## config.mk

```make
export PLATFORM = sky130hd
export DESIGN_NAME = mult_final_cpa
export DESIGN_NICKNAME = d
export VERILOG_FILES = /design/src/rtl/mult_pkg.sv /design/src/rtl/mult_cpa_add.sv /design/src/rtl/mult_final_cpa.sv
export SDC_FILE = /design/constraint.sdc
export NUM_CORES = 1
export LEC_CHECK = 0
export CELL_PAD_IN_SITES_DETAIL_PLACEMENT = 1
export CELL_PAD_IN_SITES_GLOBAL_PLACEMENT = 1
export CORE_UTILIZATION = 35
export CTS_BUF_LIST = sky130_fd_sc_hd__clkbuf_8
export CTS_CLUSTER_SIZE = 24
export DETAILED_ROUTE_END_ITERATION = 7
export PLACE_DENSITY_LB_ADDON = 0.1
export SETUP_SLACK_MARGIN = 0.4
export SLEW_MARGIN = 10
export SYNTH_ARGS = -nofsm -noshare
export SYNTH_HDL_FRONTEND = slang
export SYNTH_HIERARCHICAL = 1
export SYNTH_SLANG_ARGS = --single-unit
```

## constraint.sdc

```tcl
create_clock -name clk -period 4.6 [get_ports clk]
set_clock_uncertainty 0.15 [all_clocks]
set_input_delay 0.92 -clock clk [delete_from_list [all_inputs] [get_ports clk]]
set_output_delay 0.92 -clock clk [all_outputs]
set_load 0.05 [all_outputs]
```

## src/rtl/mult_pkg.sv

```systemverilog
// Shared types and widths for the multiplier datapath: word/product widths,
// the MUL/MULH word select and the final CPA stage-1 payload.
package mult_pkg;

  localparam int MULT_W = 32;
  localparam int PROD_W = 64;

  typedef enum logic {
    SEL_LO = 1'b0,
    SEL_HI = 1'b1
  } mult_sel_e;

  // Upper operands and the low partial sum are right-aligned in full-width
  // fields so the struct does not depend on the split position.
  typedef struct packed {
    logic [PROD_W-1:0] lo;
    logic              c1;
    logic [PROD_W-1:0] sum_hi;
    logic [PROD_W-1:0] carry_hi;
    mult_sel_e         sel;
  } mult_cpa_s1_t;

  function automatic logic [MULT_W-1:0] mult_pick_word(
    input logic [PROD_W-1:0] p,
    input mult_sel_e         sel
  );
    mult_pick_word = (sel == SEL_HI) ? p[PROD_W-1:MULT_W] : p[MULT_W-1:0];
  endfunction

endpackage

```

## src/rtl/mult_cpa_add.sv

```systemverilog
// N-bit behavioural adder with carry-in and carry-out; one instance per
// pipeline stage of the final carry-propagate adder.
module mult_cpa_add #(
  parameter int N = 32
) (
  input  logic [N-1:0] i_a,
  input  logic [N-1:0] i_b,
  input  logic         i_cin,
  output logic [N-1:0] o_sum,
  output logic         o_cout
);

  logic [N:0] w_full;

  assign w_full = {1'b0, i_a} + {1'b0, i_b} + {{N{1'b0}}, i_cin};
  assign o_sum  = w_full[N-1:0];
  assign o_cout = w_full[N];

endmodule

```

## src/rtl/mult_final_cpa.sv

```systemverilog
// Final carry-propagate stage of the tree multiplier: resolves sum/carry into
// a 64-bit product over two pipeline stages and returns the selected 32-bit
// word. Define MULT_FINAL_CPA_FULL64_EN to also expose the full product on product_o.
module mult_final_cpa
  import mult_pkg::*;
#(
  parameter int TAG_W = 5,
  parameter int SPLIT = 32
) (
  input  logic              clk,
  input  logic              rst,
  input  logic              flush_i,
  input  logic              in_valid_i,
  output logic              in_ready_o,
  input  logic [PROD_W-1:0] sum_i,
  input  logic [PROD_W-1:0] carry_i,
  input  logic              sel_high_i,
  input  logic [TAG_W-1:0]  tag_i,
  output logic              out_valid_o,
  input  logic              out_ready_i,
  output logic [MULT_W-1:0] result_o,
`ifdef MULT_FINAL_CPA_FULL64_EN
  output logic [PROD_W-1:0] product_o,
`endif
  output logic [TAG_W-1:0]  tag_o
);

  localparam int HI_W = PROD_W - SPLIT;

  logic              r_s1_valid;
  mult_cpa_s1_t      r_s1;
  logic [TAG_W-1:0]  r_s1_tag;
  logic              r_out_valid;
  logic [MULT_W-1:0] r_result;
  logic [TAG_W-1:0]  r_tag;

  logic              w_s2_adv;
  logic              w_accept;
  logic [SPLIT-1:0]  w_lo;
  logic              w_c1;
  logic [HI_W-1:0]   w_hi;
  logic [PROD_W-1:0] w_p;
  mult_cpa_s1_t      w_s1_d;
  logic              w_unused;

  assign w_s2_adv   = r_s1_valid && (!r_out_valid || out_ready_i);
  assign in_ready_o = !r_s1_valid || w_s2_adv;
  assign w_accept   = in_valid_i && in_ready_o;

  // Stage 1: low slice of the product plus its carry-out.
  mult_cpa_add #(.N(SPLIT)) u_add_lo (
    .i_a    (sum_i[SPLIT-1:0]),
    .i_b    ({carry_i[SPLIT-2:0], 1'b0}),
    .i_cin  (1'b0),
    .o_sum  (w_lo),
    .o_cout (w_c1)
  );

  always_comb begin
    w_s1_d          = '0;
    w_s1_d.lo       = {{(PROD_W-SPLIT){1'b0}}, w_lo};
    w_s1_d.c1       = w_c1;
    w_s1_d.sum_hi   = {{SPLIT{1'b0}}, sum_i[PROD_W-1:SPLIT]};
    w_s1_d.carry_hi = {{SPLIT{1'b0}}, carry_i[PROD_W-2:SPLIT-1]};
    w_s1_d.sel      = mult_sel_e'(sel_high_i);
  end

  always_ff @(posedge clk or posedge rst) begin
    if (rst) begin
      r_s1_valid <= 1'b0;
      r_s1       <= '0;
      r_s1_tag   <= '0;
    end else begin
      if (flush_i) begin
        r_s1_valid <= 1'b0;
      end else if (w_accept) begin
        r_s1_valid <= 1'b1;
      end else if (w_s2_adv) begin
        r_s1_valid <= 1'b0;
      end
      if (w_accept) begin
        r_s1     <= w_s1_d;
        r_s1_tag <= tag_i;
      end
    end
  end

  // Stage 2: upper slice absorbs the stage-1 carry, then word select.
  mult_cpa_add #(.N(HI_W)) u_add_hi (
    .i_a    (r_s1.sum_hi[HI_W-1:0]),
    .i_b    (r_s1.carry_hi[HI_W-1:0]),
    .i_cin  (r_s1.c1),
    .o_sum  (w_hi),
    .o_cout ()
  );

  assign w_p = {w_hi, r_s1.lo[SPLIT-1:0]};

  always_ff @(posedge clk or posedge rst) begin
    if (rst) begin
      r_out_valid <= 1'b0;
      r_result    <= '0;
      r_tag       <= '0;
    end else begin
      if (flush_i) begin
        r_out_valid <= 1'b0;
      end else if (w_s2_adv) begin
        r_out_valid <= 1'b1;
      end else if (out_ready_i) begin
        r_out_valid <= 1'b0;
      end
      if (w_s2_adv) begin
        r_result <= mult_pick_word(w_p, r_s1.sel);
        r_tag    <= r_s1_tag;
      end
    end
  end

`ifdef MULT_FINAL_CPA_FULL64_EN
  logic [PROD_W-1:0] r_product;

  always_ff @(posedge clk or posedge rst) begin
    if (rst) begin
      r_product <= '0;
    end else if (w_s2_adv) begin
      r_product <= w_p;
    end
  end

  assign product_o = r_product;
`endif

  assign out_valid_o = r_out_valid;
  assign result_o    = r_result;
  assign tag_o       = r_tag;

  // Zero-extension padding in the payload and carry_i[63] carry no weight.
  assign w_unused = ^{carry_i[PROD_W-1], r_s1.lo[PROD_W-1:SPLIT],
                      r_s1.sum_hi[PROD_W-1:HI_W], r_s1.carry_hi[PROD_W-1:HI_W]};

endmodule

```

# Word level (Yosys, flattened, before mapping)
# Cells that the tools add are included.
[totals]
reg_bits = 142
input_bits = 139
output_inout_bits = 39
[op_classes]
n_addsub = 3
muxes = 7
reduce_logical = 8
[ops]
columns = ["op", "n"]
rows = [
  ["32-bit by 32-bit adder with 33-bit output", 1],
  ["32-bit by 1-bit adder with 32-bit output", 1],
  ["32-bit adder", 1],
  ["32-bit two-way mux", 1],
  ["1-bit two-way mux", 6],
  ["3-bit nonzero test", 2],
  ["1-bit logical AND", 2],
  ["1-bit zero test", 2],
  ["1-bit logical OR", 2],
]

# Logic depth before layout (Yosys ltp)
# Gate-level depths: netlist of the first run.
[depth]
depth_word = 7
mapped_depth = 11
mapped_depth_nobuf = 11

# By module
# Netlist of the first run, hierarchy kept.
[by_module_without_submodules]
columns = ["module", "n_inst", "cells_each", "area_per_inst_um2"]
rows = [
  ["mult_final_cpa", 1, 383, 6034.5],
  ["mult_cpa_add at u_add_hi", 1, 259, 1854.3],
  ["mult_cpa_add at u_add_lo", 1, 246, 1801.7],
]

# Least setup slack after synthesis of the first run
# No wires, ideal clock.
[synth_timing]
path_kind = "in2reg"
start = "input port sum_i[1]"
end = "register r_s1[156] (netlist bit)"
setup_time_ns = 0.125
t_arrival_ns = 2.866
setup_slack_ns = 1.459
stages = 8
n_path_buf = 0
cell_sequence = "fa_1 > a21o_1 > a221oi_4 > o2bb2ai_2 > o21ba_4 > o31a_1 > xor2_1 > mux2_2"
[synth_between]
elab_chain_cells = 1
[synth_lines]
columns = ["item", "line", "source"]
rows = [
  ["start: declaration", "mult_final_cpa.sv:15", "input logic [PROD_W-1:0] sum_i,"],
  ["32-bit by 32-bit adder with 33-bit output", "mult_cpa_add.sv:15", "assign w_full = {1'b0, i_a} + {1'b0, i_b} + {{N{1'b0}}, i_cin};"],
  ["net w_lo[26]", "mult_final_cpa.sv:39", "logic [SPLIT-1:0] w_lo;"],
  ["end signal: assignment", "mult_final_cpa.sv:82", "r_s1 <= w_s1_d;"],
  ["end: declaration", "mult_final_cpa.sv:31", "mult_cpa_s1_t r_s1;"],
]
# The timed path passes the listed nets, and every way through them passes these cells.
# A chain may end at the register's enable or synchronous reset.

# Worst setup path in the final report of the first run
[layout_timing]
start = "register r_s1[65] (netlist bit)"
end = "register r_result[28], in the netlist result_o[28]"
[layout_between]
elab_chain_cells = 3
[layout_lines]
columns = ["item", "line", "source"]
rows = [
  ["32-bit adder", "mult_cpa_add.sv:15", ""],
  ["32-bit by 1-bit adder with 32-bit output", "mult_cpa_add.sv:15", ""],
  ["net w_hi[28]", "mult_final_cpa.sv:41", "logic [HI_W-1:0] w_hi;"],
  ["32-bit two-way mux", "mult_pkg.sv:27", "mult_pick_word = (sel == SEL_HI) ? p[PROD_W-1:MULT_W] : p[MULT_W-1:0];"],
  ["end signal: assignment", "mult_final_cpa.sv:113", "r_result <= mult_pick_word(w_p, r_s1.sel);"],
  ["end: declaration", "mult_final_cpa.sv:34", "logic [MULT_W-1:0] r_result;"],
]
# The timed path passes the listed nets, and every way through them passes these cells.

==> summary.txt, run 1 <==
Run status
  • Status: complete, no violations

Clock network
  • Hold buffers post-CTS: 0
  • Post-CTS setup buffers: 0
  • Clock Sinks: 142
  • CTS max path bufs: 2
  • Post-CTS sizing: 0
  • CTS Buf Count: 17
  • Clk root buf: clkbuf_8
  • Clock latency on the worst-skew pair: approximately 460 ps
  • TritonCTS clock tree: done
  • Clock transition at path regs: 100 ps
  • H-tree level count: 4

Placed design
  • Pre-CTS setup slack: 645 ps
  • Routability-driven placement congestion ratio: 0.874
  • Port Buffer Count: 176
  • Hpwl dp: slightly below 20,000 µm

Synthesis
  • Synth Area per Inst: between 10 and 15 µm²
  • Cells after Synth: 884
  • Synthesis Warnings: 6
  • Mapped Area: ~9700 µm²

Layout
  • Final net count: between 1,000 and 1,500
  • Seq. cell area: 3550 µm²
  • Fillers: 2,980
  • Post-layout util: 44.5%
  • Multi-input logic area: ~5700 µm²
  • Most common cell after layout, fill and taps aside: clkdlybuf4s50_1
  • ANT cells: 0
  • Syn-to-layout area delta: 24.4%
  • Commonest cells after routing, fill and taps aside: 176 x clkdlybuf4s50_1, 141 x dfrtp_1, 132 x a21oi_1
  • Layout cell share with drive strength beyond 1: about 17%

Global routing
  • Pin count of the biggest net entering global routing: 57
  • Initial antenna violation count: 0
  • Total grt overflow: 0
  • First-pass GRT wire length: 41,200 µm
  • GRT Total Usage: a little under a fifth
  • Vias in the first global route: 7,548

Die
  • Floorplan core area: 27,000 µm²
  • Boundary Pins: 178
  • Cell Rows: 60
  • Die area: around 28,000 µm²
  • Die X: 168 µm
  • Die Ht: 168 µm
  • Initial core utilization: 35.8%

Setup path
  • R2r startpoint: r_s1[65]$_DFFE_PP0P_
  • CP Class: register to register
  • Critical path launch point type: register
  • Data arrival, critical path: 3700 ps
  • R2R Setup Slk: 1080 ps
  • Required time of the critical path: around 4800 ps
  • Critical path fanouts, max: 4
  • R2r worst-path depth: 11
  • CP endpoint kind: register
  • RR Endpoint: result_o[28]$_DFFE_PP0P_

Drt
  • Final ANT Viol Nets: 0
  • Total length of routed wires: 25,500 µm
  • Iter 0 DRT Violations: between 200 and 300
  • Number of remaining DRC errors: 0
  • DR vias: 7,313
  • Vias per inst: 5.21
  • Drt pass-1 iters: 4
  • DR WL/cell: 18.1 µm

Timing
  • Slew Viols, Final: 0
  • Worst hold slack: 365 ps
  • Final worst-path cycle share: between 70% and 80%
  • Max_slew headroom: 33.2%
  • Max Freq: 0.284 GHz
  • Setup slack after layout: about 1100 ps
  • Unrepaired setup endpoints after global routing: no
  • Setup TNS: 0 ps
  • Final setup vio count: 0
  • Final min period: ~3500 ps
  • Final Hold Fails: 0
  • Worst-Margin Slew: 1000 ps

Flow run
  • Max_cap viols: 0

Pwr
  • Max VDD drop: 0.000171 V
  • Final Power: 4.83 mW
  • Power density cells: 402 nW/µm²
  • Pleak: ~5.3 nW

Min path
  • Hold EP: r_s1[160]$_DFFE_PP0P_
  • Hold Startpoint: r_s1[160]$_DFFE_PP0P_
  • Hold Path Depth: 1
  • Hold Crit Class: register to register
-- final cells by class --
class / count / share of cell area (%)
inverters: 23 / 0.749
multi-input cells: 682 / 47.4
repair buffers: 184 / 15.4
flip-flops and latches: 142 / 29.6
clock buffers: 17 / 1.95
clock inverters: 15 / 1.47
well taps: 341 / 3.55
-- layer usage --
layer / vias up / part of all wire (%) / track usage (%) / routed length [µm]
li1: 3589 / - / - / -
met1: 3583 / 52 / 27.3 / 13200
met2: 122 / 44 / 27.9 / 11200
met3: 19 / 2.5 / 2.68 / 635
met4: 0 / 1.6 / 5.18 / 412
met5: - / 0 / 0 / 0
-- how the worst max path moves through the flow --
stage / to / cells past startpoint / slack [ps] / start
2_1_floorplan: r_s1[156]$_DFFE_PP0P_ / 8 / 1460 / sum_i[1]
3_3_place_gp: r_s1[129]$_DFFE_PP0P_ / 9 / 650 / sum_i[1]
3_5_place_dp: r_s1[129]$_DFFE_PP0P_ / 9 / 650 / sum_i[1]
4_1_cts: result_o[28]$_DFFE_PP0P_ / 11 / 1050 / r_s1[65]$_DFFE_PP0P_
5_1_grt: result_o[28]$_DFFE_PP0P_ / 11 / 830 / r_s1[65]$_DFFE_PP0P_
6_report: result_o[28]$_DFFE_PP0P_ / 11 / 1080 / r_s1[65]$_DFFE_PP0P_
-- report_power, final --
part	total [mW]	switching, mW	internal [mW]
Combinational	2.12	1.20	0.916
Sequential	1.69	0.189	1.50
Clock	1.03	0.572	0.457
Total	4.83	1.96	2.87
-- flip-flops by register name, summed over array words and instances, names as in the netlist --
register	count
r_s1_valid	1
r_s1_tag	5
out_valid_o	1
tag_o	5
result_o	32
r_s1	98
-- critical path, stage by stage, from the launching register on --
cell and delay, ps:
dfrtp_1 410, fa_1 540, fa_1 450, a21oi_1 220, o32ai_1 150, o211ai_2 310
a21o_1 250, o21ai_2 130, a2111oi_0 420, a311oi_1 120, mux2i_1 150, a21oi_1 90
-- stage by stage --
step | area, µm² | instances
2_1_floorplan | 9670 | 885
3_3_place_gp | 11600 | 1372
3_5_place_dp | 11600 | 1372
4_1_cts | 12000 | 1404
5_1_grt | 12000 | 1404
6_report | 12000 | 1404
Power figures use the tool's default switching activity.
==> run 2, diff against run 1 <==
==> constraint.sdc (replaced) <==
create_clock -name clk -period 3.1 [get_ports clk]
set_clock_uncertainty 0.15 [all_clocks]
set_input_delay 0.62 -clock clk [delete_from_list [all_inputs] [get_ports clk]]
set_output_delay 0.62 -clock clk [all_outputs]
set_load 0.05 [all_outputs]
==> summary.txt, run 2 (same netlist as run 1, synthesis figures left out) <==
Setup path
  • Critical path launch point type: register
  • Data arrival, critical path: 3310 ps (-390 ps)
  • Required time of the critical path: 3300 ps (-1480 ps)
  • CP endpoint kind: register
  • Critical path fanouts, max: 3 (-1)
  • CP Class: register to register

Global routing
  • Initial antenna violation count: 0 (unchanged)
  • First-pass GRT wire length: 44,200 µm (+7.4%)
  • Total grt overflow: 0 (unchanged)
  • Pin count of the biggest net entering global routing: 68 (+19%)
  • GRT Total Usage: 19.8% (+1.3 points)
  • Vias in the first global route: 8,213 (+8.8%)

Clock network
  • Clock latency on the worst-skew pair: 460 ps (about the same)
  • Clk root buf: clkbuf_8
  • H-tree level count: 4 (unchanged)
  • Hold buffers post-CTS: 0 (unchanged)
  • CTS max path bufs: 2 (unchanged)
  • Clock transition at path regs: 100 ps (about the same)
  • TritonCTS clock tree: done
  • CTS Buf Count: 17 (unchanged)
  • Clock Sinks: 142 (unchanged)

Timing
  • Final setup vio count: 2 (+2)
  • Unrepaired setup endpoints after global routing: yes
  • Max Freq: 0.321 GHz (+13%)
  • Final Hold Fails: 0 (unchanged)
  • Slew Viols, Final: 0 (unchanged)
  • Worst-Margin Slew: 997 ps (-4.56 ps)
  • Setup slack after layout: -17.7 ps (-1100 ps)
  • Final min period: 3120 ps (-400 ps)
  • Final worst-path cycle share: 101% (+24 points)
  • Max_slew headroom: 33.5% (+0.30 points)

Die
  • Floorplan core area: 27,000 µm² (unchanged)
  • Boundary Pins: 178 (unchanged)
  • Initial core utilization: 35.8% (unchanged)
  • Cell Rows: 60 (unchanged)
  • Die area: 28,300 µm² (unchanged)
  • Die Ht: 168 µm (unchanged)
  • Die X: 168 µm (unchanged)

Layout
  • Max FFs per register: 98 (unchanged)
  • Layout cell share with drive strength beyond 1: 31.1% (+14 points)
  • Commonest cells after routing, fill and taps aside: 160 x clkdlybuf4s50_1, 141 x dfrtp_1, 122 x a21oi_1
  • Syn-to-layout area delta: 40.0%
  • Seq. cell area: 3550 µm² (unchanged)
  • Fillers: 2,963 (-0.57%)
  • Post-layout util: 50.1% (+5.6 points)
  • Final net count: 1,367 (+8.9%)
  • Reg with most FFs: r_s1
  • Multi-input logic area: 6320 µm² (+11%)
  • Most common cell after layout, fill and taps aside: clkdlybuf4s50_1
  • Final Cell Area: 13,500 µm² (+13%)
  • ANT cells: 0 (unchanged)

Min path
  • Hold Crit Class: register to register

Drt
  • Drt pass-1 iters: 4 (unchanged)
  • Final ANT Viol Nets: 0 (unchanged)
  • Met3 Wirelength: 682 µm (+7.4%)
  • Vias per inst: 5.12 (-1.7%)
  • Total length of routed wires: 27,500 µm (+8.2%)
  • Iter 0 DRT Violations: 220 (-20%)
  • Wl on met1: 13,900 µm (+5.2%)
  • DR WL/cell: 18.2 µm (+0.16%)
  • DR top layer: met4
  • DR vias: 7,759 (+6.1%)
  • Number of remaining DRC errors: 0 (unchanged)
  • Metal2 WL: 12,600 µm (+13%)

Placed design
  • Routability-driven placement congestion ratio: 0.813 (-7.0%)
  • Hpwl dp: 20,900 µm (+5.9%)
  • Placed inst area: 12,400 µm² (+6.9%)
  • Port Buffer Count: 176 (unchanged)

Flow run
  • Max_cap viols: 0 (unchanged)

Pwr
  • Final Power: 7.70 mW (+59%)
  • Power density cells: 569 nW/µm² (+41%)
  • Pleak: 6.04 nW (+13%)
  • Max VDD drop: 0.000236 V (+38%)

Run status
  • Status: finished, violations left
  • Failing checks: negative setup slack
[run 2: changes by cell type in the layout (fill, tap and decap cells not counted), sizes merged]
cell / change
bufinv: -1
inv: +3
dlymetal6s2s: +7
clkinv: -2
clkdlybuf4s50: -16
buf: +113
dlygate4sd2: +8
[run 2: what timing repair did]
item | in CTS | in global routing
setup endpoints to repair | 42 | 42
resized for setup | 62 | 49
pin swaps | 53 | 47
buffers inserted | 12 | 3
[run 2: path summary, 6_finish.rpt]
kind | end | start | cells past startpoint | slack [ps]
max in group asynchronous | r_s1[0]$_DFFE_PP0P_ | rst | 3 | 1940
max reg2reg | result_o[28]$_DFFE_PP0P_ | r_s1[1]$_DFFE_PP0P_ | 12 | -20
max | result_o[28]$_DFFE_PP0P_ | r_s1[1]$_DFFE_PP0P_ | 12 | -20
min | r_s1[147]$_DFFE_PP0P_ | r_s1[147]$_DFFE_PP0P_ | 1 | 360
min reg2reg | r_s1[147]$_DFFE_PP0P_ | r_s1[147]$_DFFE_PP0P_ | 1 | 360
min in group asynchronous | r_s1[69]$_DFFE_PP0P_ | rst | 3 | 470
[run 2: metal layers]
layer | global-route usage, % | up-vias
li1 | - | 3807
met1 | 28.5 | 3803
met2 | 31.5 | 130
met3 | 2.33 | 19
met4 | 4.94 | 0
met5 | 0 | -
[run 2: final cells by class]
class                           count  area share [%]
Clock buffer                       17            1.73
Clock inverter                     15            1.04
Inverter                           23           0.666
Multi-Input combinational cell    682            46.7
Sequential cell                   142            26.3
Tap cell                          341            3.15
Timing Repair Buffer              296            20.5
[run 2: report_power, final]
part / internal [mW] / switching [mW]
registers: 2.22 / 0.284
logic: 1.74 / 2.00
clock network: 0.595 / 0.849
[run 2: worst max-delay path, cell delays in order, from the launching register on]
cell       delay [ps]
dfrtp_1           420
fa_2              430
fa_2              390
a21oi_4           190
o32ai_4           110
o211ai_2          190
a21o_1            200
o21ai_4            90
a2111oi_4         340
a311oi_2           80
buf_4             160
mux2i_2           160
a21oi_1            90
[run 2: stage by stage]
step           setup slack, ps  cells  TNS, ps  hold WS, ps
3_3_place_gp              -326   1469    -3340          336
4_1_cts                  -41.4   1513    -41.4          368
6_report                 -17.7   1516    -33.9          361
3_5_place_dp              -366   1469    -4310          346
2_1_floorplan              252    885        0          329
5_1_grt                   -177   1516     -960          382
==> run 3, diff against run 2 <==
--- a/config.mk
+++ b/config.mk
@@ -5,6 +5,7 @@
 export SDC_FILE = /design/constraint.sdc
 export NUM_CORES = 1
 export LEC_CHECK = 0
+export ABC_AREA = 1
 export CELL_PAD_IN_SITES_DETAIL_PLACEMENT = 1
 export CELL_PAD_IN_SITES_GLOBAL_PLACEMENT = 1
 export CORE_UTILIZATION = 35
==> summary.txt, run 3 <==
Drt
  • Total length of routed wires: 32,700 µm (+19%)
  • Drt pass-1 iters: 4 (unchanged)
  • Iter 0 DRT Violations: 345 (+57%)
  • DR WL/cell: 14.3 µm (-21%)
  • Vias per inst: 4.71 (-8.0%)
  • DR vias: 10,750 (+39%)
  • Final ANT Viol Nets: 0 (unchanged)
  • Number of remaining DRC errors: 0 (unchanged)

Clock network
  • Clock latency on the worst-skew pair: 460 ps (about the same)
  • Clock transition at path regs: 100 ps (about the same)
  • CTS max path bufs: 2 (unchanged)
  • CTS Buf Count: 17 (unchanged)
  • Clk root buf: clkbuf_8
  • Clock Sinks: 142 (unchanged)
  • TritonCTS clock tree: done
  • H-tree level count: 4 (unchanged)
  • Hold buffers post-CTS: 0 (unchanged)

Pwr
  • Power density cells: 501 nW/µm² (-12%)
  • Pleak: 7.76 nW (+29%)
  • Max VDD drop: 0.000193 V (-18%)

Setup path
  • CP endpoint kind: register
  • Critical path launch point type: register
  • Required time of the critical path: 3300 ps (about the same)
  • Critical path fanouts, max: 4 (+1)
  • CP bufs+invs: 0 (-1)
  • Data arrival, critical path: 2760 ps (-550 ps)
  • Largest delay contributor family on the critical path: simple AND/OR/NAND/NOR gates
  • CP cell instances: fa_2, fa_2, nand3_2, nand3_2, nand2_2, nand2_4, nand2_4, nand2_4, nand2_1, nand2_1, nand2_1, nand2_1, nand2_1, o21ai_0, nand2_1, nand2_1
  • Cell repeated most along the worst path: nand2_1
  • Critical-path top delay cell: dfrtp_1
  • Max stage delay on crit path: 420 ps (about the same)
  • CP Class: register to register

Timing
  • Max Freq: 0.390 GHz (+22%)
  • Worst-Margin Slew: 708 ps (-289 ps)
  • Unrepaired setup endpoints after global routing: no
  • Final worst-path cycle share: 82.6% (-18 points)
  • Final setup vio count: 0 (-2)
  • Final Hold Fails: 0 (unchanged)
  • Worst hold slack: 327 ps (-33.4 ps)
  • Setup TNS: 0 ps (+33.9 ps)
  • Max_slew headroom: 52.7% (+19 points)
  • Slew Viols, Final: 0 (unchanged)
  • Final min period: 2560 ps (-556 ps)

Die
  • Cell Rows: 63 (+5.0%)
  • Boundary Pins: 178 (unchanged)
  • Floorplan core area: 30,000 µm² (+11%)
  • Die Ht: 177 µm (+5.4%)
  • Die X: 177 µm (+5.4%)
  • Die area: 31,400 µm² (+11%)
  • Initial core utilization: 35.9% (+0.15 points)

Layout
  • Commonest cells after routing, fill and taps aside: 789 x nand2_1, 263 x inv_1, 174 x clkdlybuf4s50_1
  • Post-layout util: 45.0% (-5.1 points)
  • Final net count: 2,086 (+53%)
  • ANT cells: 0 (unchanged)
  • Reg with most FFs: r_s1
  • Most common cell after layout, fill and taps aside: nand2_1
  • Fillers: 4,014 (+35%)
  • Max FFs per register: 98 (unchanged)
  • Syn-to-layout area delta: 25.2%
  • Final Cell Area: 13,500 µm² (-0.50%)
  • Layout cell share with drive strength beyond 1: 5.97% (-25 points)

Global routing
  • Pin count of the biggest net entering global routing: 65 (-4.4%)
  • GRT Total Usage: 21.8% (+2.0 points)
  • Most used routing layer: met2
  • Vias in the first global route: 11,065 (+35%)
  • M3 GR Usage: 2.27% (-0.056 points)
  • First-pass GRT wire length: 54,700 µm (+24%)
  • Met2 Use GR: 38.6% (+7.1 points)
  • Total grt overflow: 0 (unchanged)
  • GRT met1 Usage: 28.1% (-0.35 points)
  • Initial antenna violation count: 0 (unchanged)

Placed design
  • Port Buffer Count: 176 (unchanged)
  • Hpwl dp: 26,200 µm (+25%)
  • Routability-driven placement congestion ratio: 0.872 (+7.2%)
  • Placed inst area: 12,900 µm² (+4.1%)

Synthesis
  • Mapped Area: 10,800 µm² (+11%)
  • Cells after Synth: 1,716 (+94%)
  • Synth Area per Inst: 6.27 µm² (-43%)
  • Synthesis Warnings: 6 (unchanged)

Flow run
  • Max_cap viols: 0 (unchanged)

Min path
  • Hold Crit Class: register to register

Run status
  • Status: complete, no violations
run 3: where the power goes:
part	switching [mW]	internal [mW]	leakage (nW)	total, mW
clock network	0.864	0.760	0.214	1.62
registers	0.199	2.14	1.76	2.34
logic	1.79	1.00	5.79	2.79
run 3: final cells by class:
| class | instances | area [µm²] | share of cell area [%] |
|---|---|---|---|
| timing repair buffer | 193 | 1950 | 14.5 |
| multi-input combinational | 1257 | 6040 | 44.8 |
| sequential | 142 | 3550 | 26.4 |
| inverter | 270 | 1020 | 7.55 |
| clock buffer | 17 | 234 | 1.74 |
| tap | 390 | 488 | 3.62 |
| clock inverter | 15 | 189 | 1.40 |
run 3: routing by layer:
layer / vias to the layer above / share of wire [%]
met4: 0 / 1.8
li1: 5514 / -
met2: 156 / 49
met1: 5049 / 47
met5: - / 0
met3: 31 / 2.5
run 3: worst min-delay path, stage by stage, from the launching register on:
cell	delay, ps
dfrtp_1	360
nand2_1	50
nand2_1	40
run 3: timing repair:
item | in CTS | in global routing
endpoints found under the setup margin | 7 | 10
setup buffers | 2 | 4
resized for setup | 2 | 21
pin swaps | 2 | 5
run 3: worst paths after layout:
check                                       from                        to  slack (ps)  cells after the start
min reg2reg                r_s1[132]$_DFFE_PP0P_     r_s1[132]$_DFFE_PP0P_         330                      2
max in group asynchronous                    rst      r_s1[19]$_DFFE_PP0P_        1600                      3
max                         r_s1[65]$_DFFE_PP0P_  result_o[20]$_DFFE_PP0P_         540                     16
min in group asynchronous                    rst   result_o[3]$_DFFE_PP0P_         460                      2
max reg2reg                 r_s1[65]$_DFFE_PP0P_  result_o[20]$_DFFE_PP0P_         540                     16
min                        r_s1[132]$_DFFE_PP0P_     r_s1[132]$_DFFE_PP0P_         330                      2
run 3: through the flow:
step | worst slack (ps) | cells | power (mW)
2_1_floorplan | 553 | 1717 | 4.14
3_3_place_gp | 183 | 2246 | 5.09
3_5_place_dp | 166 | 2246 | 5.14
4_1_cts | 409 | 2280 | 6.81
5_1_grt | 401 | 2284 | 7.23
6_report | 538 | 2284 | 6.75
